`config.mk`:
```
export PLATFORM = sky130hd
export DESIGN_NAME = recepcao_serial_comandos
export DESIGN_NICKNAME = d
export VERILOG_FILES = /design/src/rtl/sga_serial_pkg.sv /design/src/rtl/recepcao_serial_tick.sv /design/src/rtl/recepcao_serial_comandos.sv
export SDC_FILE = /design/constraint.sdc
export NUM_CORES = 1
export LEC_CHECK = 0
export ABC_AREA = 0
export CORE_UTILIZATION = 40
export DETAILED_ROUTE_END_ITERATION = 7
export MAX_ROUTING_LAYER = met4
export PLACE_DENSITY = 0.58
export SYNTH_ARGS = -nofsm -noshare
export SYNTH_HDL_FRONTEND = slang
export SYNTH_SLANG_ARGS = --single-unit
```
`constraint.sdc`:
```
create_clock -name clock -period 5.29 [get_ports clock]
set_input_delay 1.058 -clock clock [delete_from_list [all_inputs] [get_ports clock]]
set_output_delay 1.058 -clock clock [all_outputs]
set_load 0.05 [all_outputs]
```
`src/rtl/sga_serial_pkg.sv`:
```
// Shared constants for the snake game serial link: FSM state codes,
// command characters, direction encodings and frame layout.
package sga_serial_pkg;

  localparam int   N_DATA      = 7;
  localparam int   N_STOP      = 2;
  localparam logic PARITY_EVEN = 1'b0;

  typedef enum logic [2:0] {
    OCIOSO      = 3'd0,
    INICIO      = 3'd1,
    DADOS       = 3'd2,
    PARIDADE    = 3'd3,
    PARADA1     = 3'd4,
    PARADA2     = 3'd5,
    ENTREGA     = 3'd6,
    ERRO_QUADRO = 3'd7
  } estado_t;

  typedef enum logic [1:0] {
    DIR_W = 2'b00,
    DIR_A = 2'b01,
    DIR_S = 2'b10,
    DIR_D = 2'b11
  } direcao_t;

  localparam logic [N_DATA-1:0] CH_START   = 7'h49;  // 'I'
  localparam logic [N_DATA-1:0] CH_RESTART = 7'h52;  // 'R'
  localparam logic [N_DATA-1:0] CH_PAUSE   = 7'h50;  // 'P'
  localparam logic [N_DATA-1:0] CH_W       = 7'h77;
  localparam logic [N_DATA-1:0] CH_A       = 7'h61;
  localparam logic [N_DATA-1:0] CH_S       = 7'h73;
  localparam logic [N_DATA-1:0] CH_D       = 7'h64;

  // True when data bits plus parity bit satisfy even parity.
  function automatic logic paridade_ok(input logic [N_DATA-1:0] d, input logic p);
    return ((^d) ^ p) == PARITY_EVEN;
  endfunction

endpackage

```
`src/rtl/recepcao_serial_tick.sv`:
```
// Bit-period timer: free-running 0..CLKS_PER_BIT-1 counter with a clear,
// flagging the half-period point and the last cycle of the period.
module recepcao_serial_tick
  #(parameter int CLKS_PER_BIT = 434)
  (
    input  logic clock,
    input  logic reset,
    input  logic limpa,
    output logic meio_bit,
    output logic fim_bit
  );

  localparam int CNT_W = (CLKS_PER_BIT > 2) ? $clog2(CLKS_PER_BIT) : 1;
  localparam logic [CNT_W-1:0] MEIO = CNT_W'(CLKS_PER_BIT / 2);
  localparam logic [CNT_W-1:0] FIM  = CNT_W'(CLKS_PER_BIT - 1);

  logic [CNT_W-1:0] cnt;

  // Count cycles within a bit period; wrap at the end, restart on clear.
  always_ff @(posedge clock or negedge reset) begin
    if (!reset)                   cnt <= '0;
    else if (limpa || cnt == FIM) cnt <= '0;
    else                          cnt <= cnt + 1'b1;
  end

  assign meio_bit = (cnt == MEIO);
  assign fim_bit  = (cnt == FIM);

endmodule

```
`src/rtl/recepcao_serial_comandos.sv`:
```
// Serial command receiver: 7E2 frames from the host PC, parity/stop checks
// and decoding of game commands into pulses, a pause level and a direction.
module recepcao_serial_comandos
  import sga_serial_pkg::*;
  #(
    parameter int CLKS_PER_BIT = 434,
    parameter int SYNC_STAGES  = 2
  )
  (
    input  logic              clock,
    input  logic              reset,
    input  logic              entrada_serial,
    output logic [N_DATA-1:0] dado,
    output logic              pronto,
    output logic              erro_paridade,
    output logic              erro_parada,
    output logic              cmd_start,
    output logic              cmd_restart,
    output logic              pause,
    output logic [1:0]        direction,
    output logic              direction_valid,
    output logic              cmd_invalido,
    output logic [3:0]        db_state
  );

  logic [SYNC_STAGES-1:0] sync_q;
  logic                   sin;
  logic                   limpa;
  logic                   meio_bit;
  logic                   fim_bit;
  estado_t                estado;
  logic [2:0]             bit_cnt;
  logic [N_DATA-1:0]      shift;
  logic                   par_ok;

  // Synchronise the RX line; flops idle high like the line itself.
  always_ff @(posedge clock or negedge reset) begin
    if (!reset) sync_q <= '1;
    else        sync_q <= {sync_q[SYNC_STAGES-2:0], entrada_serial};
  end

  assign sin = sync_q[SYNC_STAGES-1];

  recepcao_serial_tick #(.CLKS_PER_BIT(CLKS_PER_BIT)) u_tick (
    .clock    (clock),
    .reset    (reset),
    .limpa    (limpa),
    .meio_bit (meio_bit),
    .fim_bit  (fim_bit)
  );

  // Timer alignment: held clear while idle, realigned at mid start bit so
  // later samples land on fim_bit, and held clear while a break keeps sin low.
  always_comb begin
    limpa = 1'b0;
    case (estado)
      OCIOSO:      limpa = 1'b1;
      INICIO:      limpa = meio_bit;
      ERRO_QUADRO: limpa = ~sin;
      default:     limpa = 1'b0;
    endcase
  end

  // Receive FSM, shift register and command decoder with registered outputs.
  always_ff @(posedge clock or negedge reset) begin
    if (!reset) begin
      estado          <= OCIOSO;
      bit_cnt         <= '0;
      shift           <= '0;
      par_ok          <= 1'b0;
      dado            <= '0;
      pronto          <= 1'b0;
      erro_paridade   <= 1'b0;
      erro_parada     <= 1'b0;
      cmd_start       <= 1'b0;
      cmd_restart     <= 1'b0;
      pause           <= 1'b0;
      direction       <= DIR_W;
      direction_valid <= 1'b0;
      cmd_invalido    <= 1'b0;
    end else begin
      pronto          <= 1'b0;
      erro_paridade   <= 1'b0;
      erro_parada     <= 1'b0;
      cmd_start       <= 1'b0;
      cmd_restart     <= 1'b0;
      direction_valid <= 1'b0;
      cmd_invalido    <= 1'b0;
      case (estado)
        OCIOSO: if (!sin) estado <= INICIO;
        INICIO: if (meio_bit) begin
          if (sin) estado <= OCIOSO;
          else begin
            estado  <= DADOS;
            bit_cnt <= '0;
          end
        end
        DADOS: if (fim_bit) begin
          shift <= {sin, shift[N_DATA-1:1]};
          if (bit_cnt == 3'(N_DATA - 1)) estado <= PARIDADE;
          else                           bit_cnt <= bit_cnt + 1'b1;
        end
        PARIDADE: if (fim_bit) begin
          par_ok <= paridade_ok(shift, sin);
          estado <= PARADA1;
        end
        PARADA1: if (fim_bit) begin
          if (sin) estado <= PARADA2;
          else begin
            estado      <= ERRO_QUADRO;
            erro_parada <= 1'b1;
          end
        end
        // Delivery is registered on the second stop-bit sample so the
        // pulses coincide with the single ENTREGA cycle.
        PARADA2: if (fim_bit) begin
          if (!sin) begin
            estado      <= ERRO_QUADRO;
            erro_parada <= 1'b1;
          end else begin
            estado <= ENTREGA;
            if (!par_ok) erro_paridade <= 1'b1;
            else begin
              dado   <= shift;
              pronto <= 1'b1;
              case (shift)
                CH_START:   cmd_start   <= 1'b1;
                CH_RESTART: cmd_restart <= 1'b1;
                CH_PAUSE:   pause       <= ~pause;
                CH_W: begin direction <= DIR_W; direction_valid <= 1'b1; end
                CH_A: begin direction <= DIR_A; direction_valid <= 1'b1; end
                CH_S: begin direction <= DIR_S; direction_valid <= 1'b1; end
                CH_D: begin direction <= DIR_D; direction_valid <= 1'b1; end
                default:    cmd_invalido <= 1'b1;
              endcase
            end
          end
        end
        ENTREGA:     estado <= OCIOSO;
        ERRO_QUADRO: if (sin && fim_bit) estado <= OCIOSO;
        default:     estado <= OCIOSO;
      endcase
    end
  end

  assign db_state = {1'b0, estado};

endmodule

```
==> metrics.csv <==
stage,metric,value,unit
power,p_leak,1.16,nW
floorplanning,die_h,76.1,um
grt,met3_usage,3.11,%
sta,finalMaxSlewViolations,0,
sta,timing.final.ws_setup,2.37,ns
critical_path,crit_path_end_kind,output port,
synth,syn_area,2190,um^2
final_layout,n_antenna_cell,0,
critical_path,slowest_delay,0.90,ns
critical_path,critPathArrivalTime,1.86,ns
placement,io_buffers,22,
sta,relSlewSlack,37.2,%
route,vias,1477,
critical_path,critPathKind,register to output port,
synth,ys_warn_count,0,
critical_path,worstPathCellList,clkdlybuf4s50_1,
clock_tree,clock_path_buffers,2,
route,avgRoutedWirePerCell,12.9,um
clock_tree,cts_tree,yes,
clock_tree,cts.htree.levels,2,
floorplanning,dieArea,5780,um^2
synth,synth.distinct_cells,50,
final_layout,drive_gt1_share,10.6,%
critical_path,path_delay_family,buffers and inverters,
floorplanning,rows,26,
synth,syn-num-nets,224,
floorplanning,core_area,5200,um^2
clock_tree,post_cts_resized,0,
grt,grt-busiest-layer,met2,
sta,finClkSkew,0.0107,ns
final_layout,final_net_count,243,
critical_path,rr_startpoint,u_tick.cnt[1],
synth,synth_seq_area_share,48.0,%
sta,setup_viol,0,
synth,synth_area_per_cell,10.6,um^2
placement,post-dp-hpwl,2640,um
route,drc_errors,0,
grt,grt.met1_usage,21.0,%
final_layout,utilization,48.9,%
sta,fin_setup_tns,0,ns
floorplanning,initial_core_util,42.1,%
critical_path,worst-endpoint-required,4.23,ns
critical_path,cpMaxStageDelayCell,clkdlybuf4s50_1,
flow_run,cap_violations,0,
synth,synth_seq_cells,42,
sta,fmax,0.343,GHz
route,wl,3810,um
grt,grt_pass1_wl,6810,um
route,viasPerCell,4.99,
power,peakVddDrop,0.119,mV
critical_path,start_kind,register,
clock_tree,cts_post_setup_buffers_inserted,0,
worst_hold_path,hp-class,register to register,
route,drt_iter0_drc,109,
final_layout,fill_cells,500,
clock_tree,clkSlewWorstSetupHoldPaths,0.08,ns
sta,finalCritPeriodShare,55.2,%
floorplanning,fp.dieW,76.1,um
synth,synth_edf_count,0,
clock_tree,cts-root-buf,clkbuf_8,
clock_tree,cts.sinks,42,
synth,syn-instance-count,206,
sta,worstMarginPinSlew,0.942,ns
floorplanning,ios,24,
clock_tree,worstSkewPairLatency,0.30,ns
grt,overflow,0,
final_layout,fin_area,2550,um^2
grt,grt_max_degree,43,
placement,preCtsSetupSlack,2.70,ns
worst_hold_path,hp-start,sync_q[0],
critical_path,crit_buf_inv,1,
synth,synth_flop_cell,dfrtp_1,
critical_path,startpoint,estado[1],
clock_tree,numCtsBuffers,5,
critical_path,rrSetupSlack,3.16,ns
power,power.density,235,nW/um^2
grt,grtUsageMet2,21.9,%
placement,routabilityCongestion,0.807,
placement,dpl_cell_area,2430,um^2
synth,async_flop_share,100,%
sta,rsz0062_at_grt,no,
grt,grt_pass1_vias,1446,
final_layout,syn2layout_area_growth,16.1,%
route,final_antenna_net_count,0,
sta,fin_crit,2.92,ns
grt,antenna_found_initial,0,
sta,finalHoldViolCount,0,
critical_path,crit_fanout,18,
grt,grt.total_usage,15.2,%
clock_tree,ctsHoldBuffers,0,
outcome,outcome,"finished, final reports clean",
route,drtPass1Iterations,4,
-- sequential cells by signal (all words and copies together), names as in the netlist, 2 cells and up --
name,cells
u_tick.cnt,9
direction,2
sync_q,2
shift,7
estado,3
bit_cnt,3
dado,7
-- placed cells by master, fill, tap and decap left out, drive strengths merged, types with 4 or more instances in the layout --
cell type and count:
nor2 16, nand4 4, ha 15, nand2 18
clkdlybuf4s50 21, nand3 7, dfrtp 40, xnor2 6
inv 12, mux2 10, o21ai 12, nor3 7
xor2 6, clkbuf 7, and3 5
-- power breakdown --
part,total [W],internal [W],switching [W]
Combinational,0.0000112,0.00000229,0.00000895
Clock,0.000265,0.000154,0.000111
Sequential,0.000323,0.000322,0.00000122
Total,0.000599,0.000478,0.000121
-- area by class of cell --
cell class                 instances  area [um^2]  area share [%]
clock inverter                     1         30.0            1.18
sequential                        42         1050            41.4
clock buffer                       7         86.3            3.39
multi-input combinational        142         1030            40.4
tap                               70         87.6            3.44
inverter                          12         45.0            1.77
timing repair buffer              22          215            8.45
-- worst paths after layout --
check | to | depth (start not counted)
max in group asynchronous | pause | 1
worst max register to register | shift[6] | 6
worst min-delay path | sync_q[1] | 0
worst max-delay path | db_state[1] | 1
worst min register to register | sync_q[1] | 0
min in group asynchronous | estado[2] | 1
-- cells by family after synthesis --
kind of cell | Yosys count | synth area share, %
buffers and inverters | 22 | 5.08
DFF | 42 | 48.0
xor gates and xnor gates | 12 | 4.79
other | 1 | 0.171
adders and majority gates | 15 | 8.56
and+or+nand+nor | 72 | 17.9
AOI/OAI and AO/OA | 29 | 8.84
muxes | 13 | 6.67
-- synth_stat cells, types with 2 or more instances --
library cell	number	area [um^2]
xnor2_1	6	52.6
and2_1	3	18.8
nor2_1	16	60.1
inv_1	11	41.3
buf_2	2	10.0
nor3_1	7	35.0
mux2_2	8	90.1
dfstp_2	2	52.6
and3_1	4	25.0
a21oi_1	2	10.0
xor2_1	6	52.6
nand3_1	7	35.0
a22o_1	3	26.3
nand4_1	4	25.0
o21ai_0	11	55.1
nand2_4	2	22.5
buf_4	2	15.0
nand2_1	16	60.1
nor2b_1	3	18.8
nand2b_1	2	12.5
clkbuf_1	4	15.0
dfrtp_1	40	1000
mux2i_1	3	30.0
ha_1	15	188
o2111ai_1	2	17.5
-- stage by stage --
stage / total power [W] / hold slack [ns] / cells
2_1_floorplan: 0.000334 / 0.345 / 206
3_3_place_gp: 0.000342 / 0.350 / 288
3_5_place_dp: 0.000342 / 0.349 / 288
4_1_cts: 0.000607 / 0.361 / 296
5_1_grt: 0.000622 / 0.366 / 296
6_report: 0.000599 / 0.360 / 296
-- metal layers --
metal,up-vias,part of all wire [%]
met5,-,0
met4,0,1.7
met3,7,3.4
met2,32,44
met1,692,51
li1,746,-
Note: power is estimated with default switching activity, not from simulation.
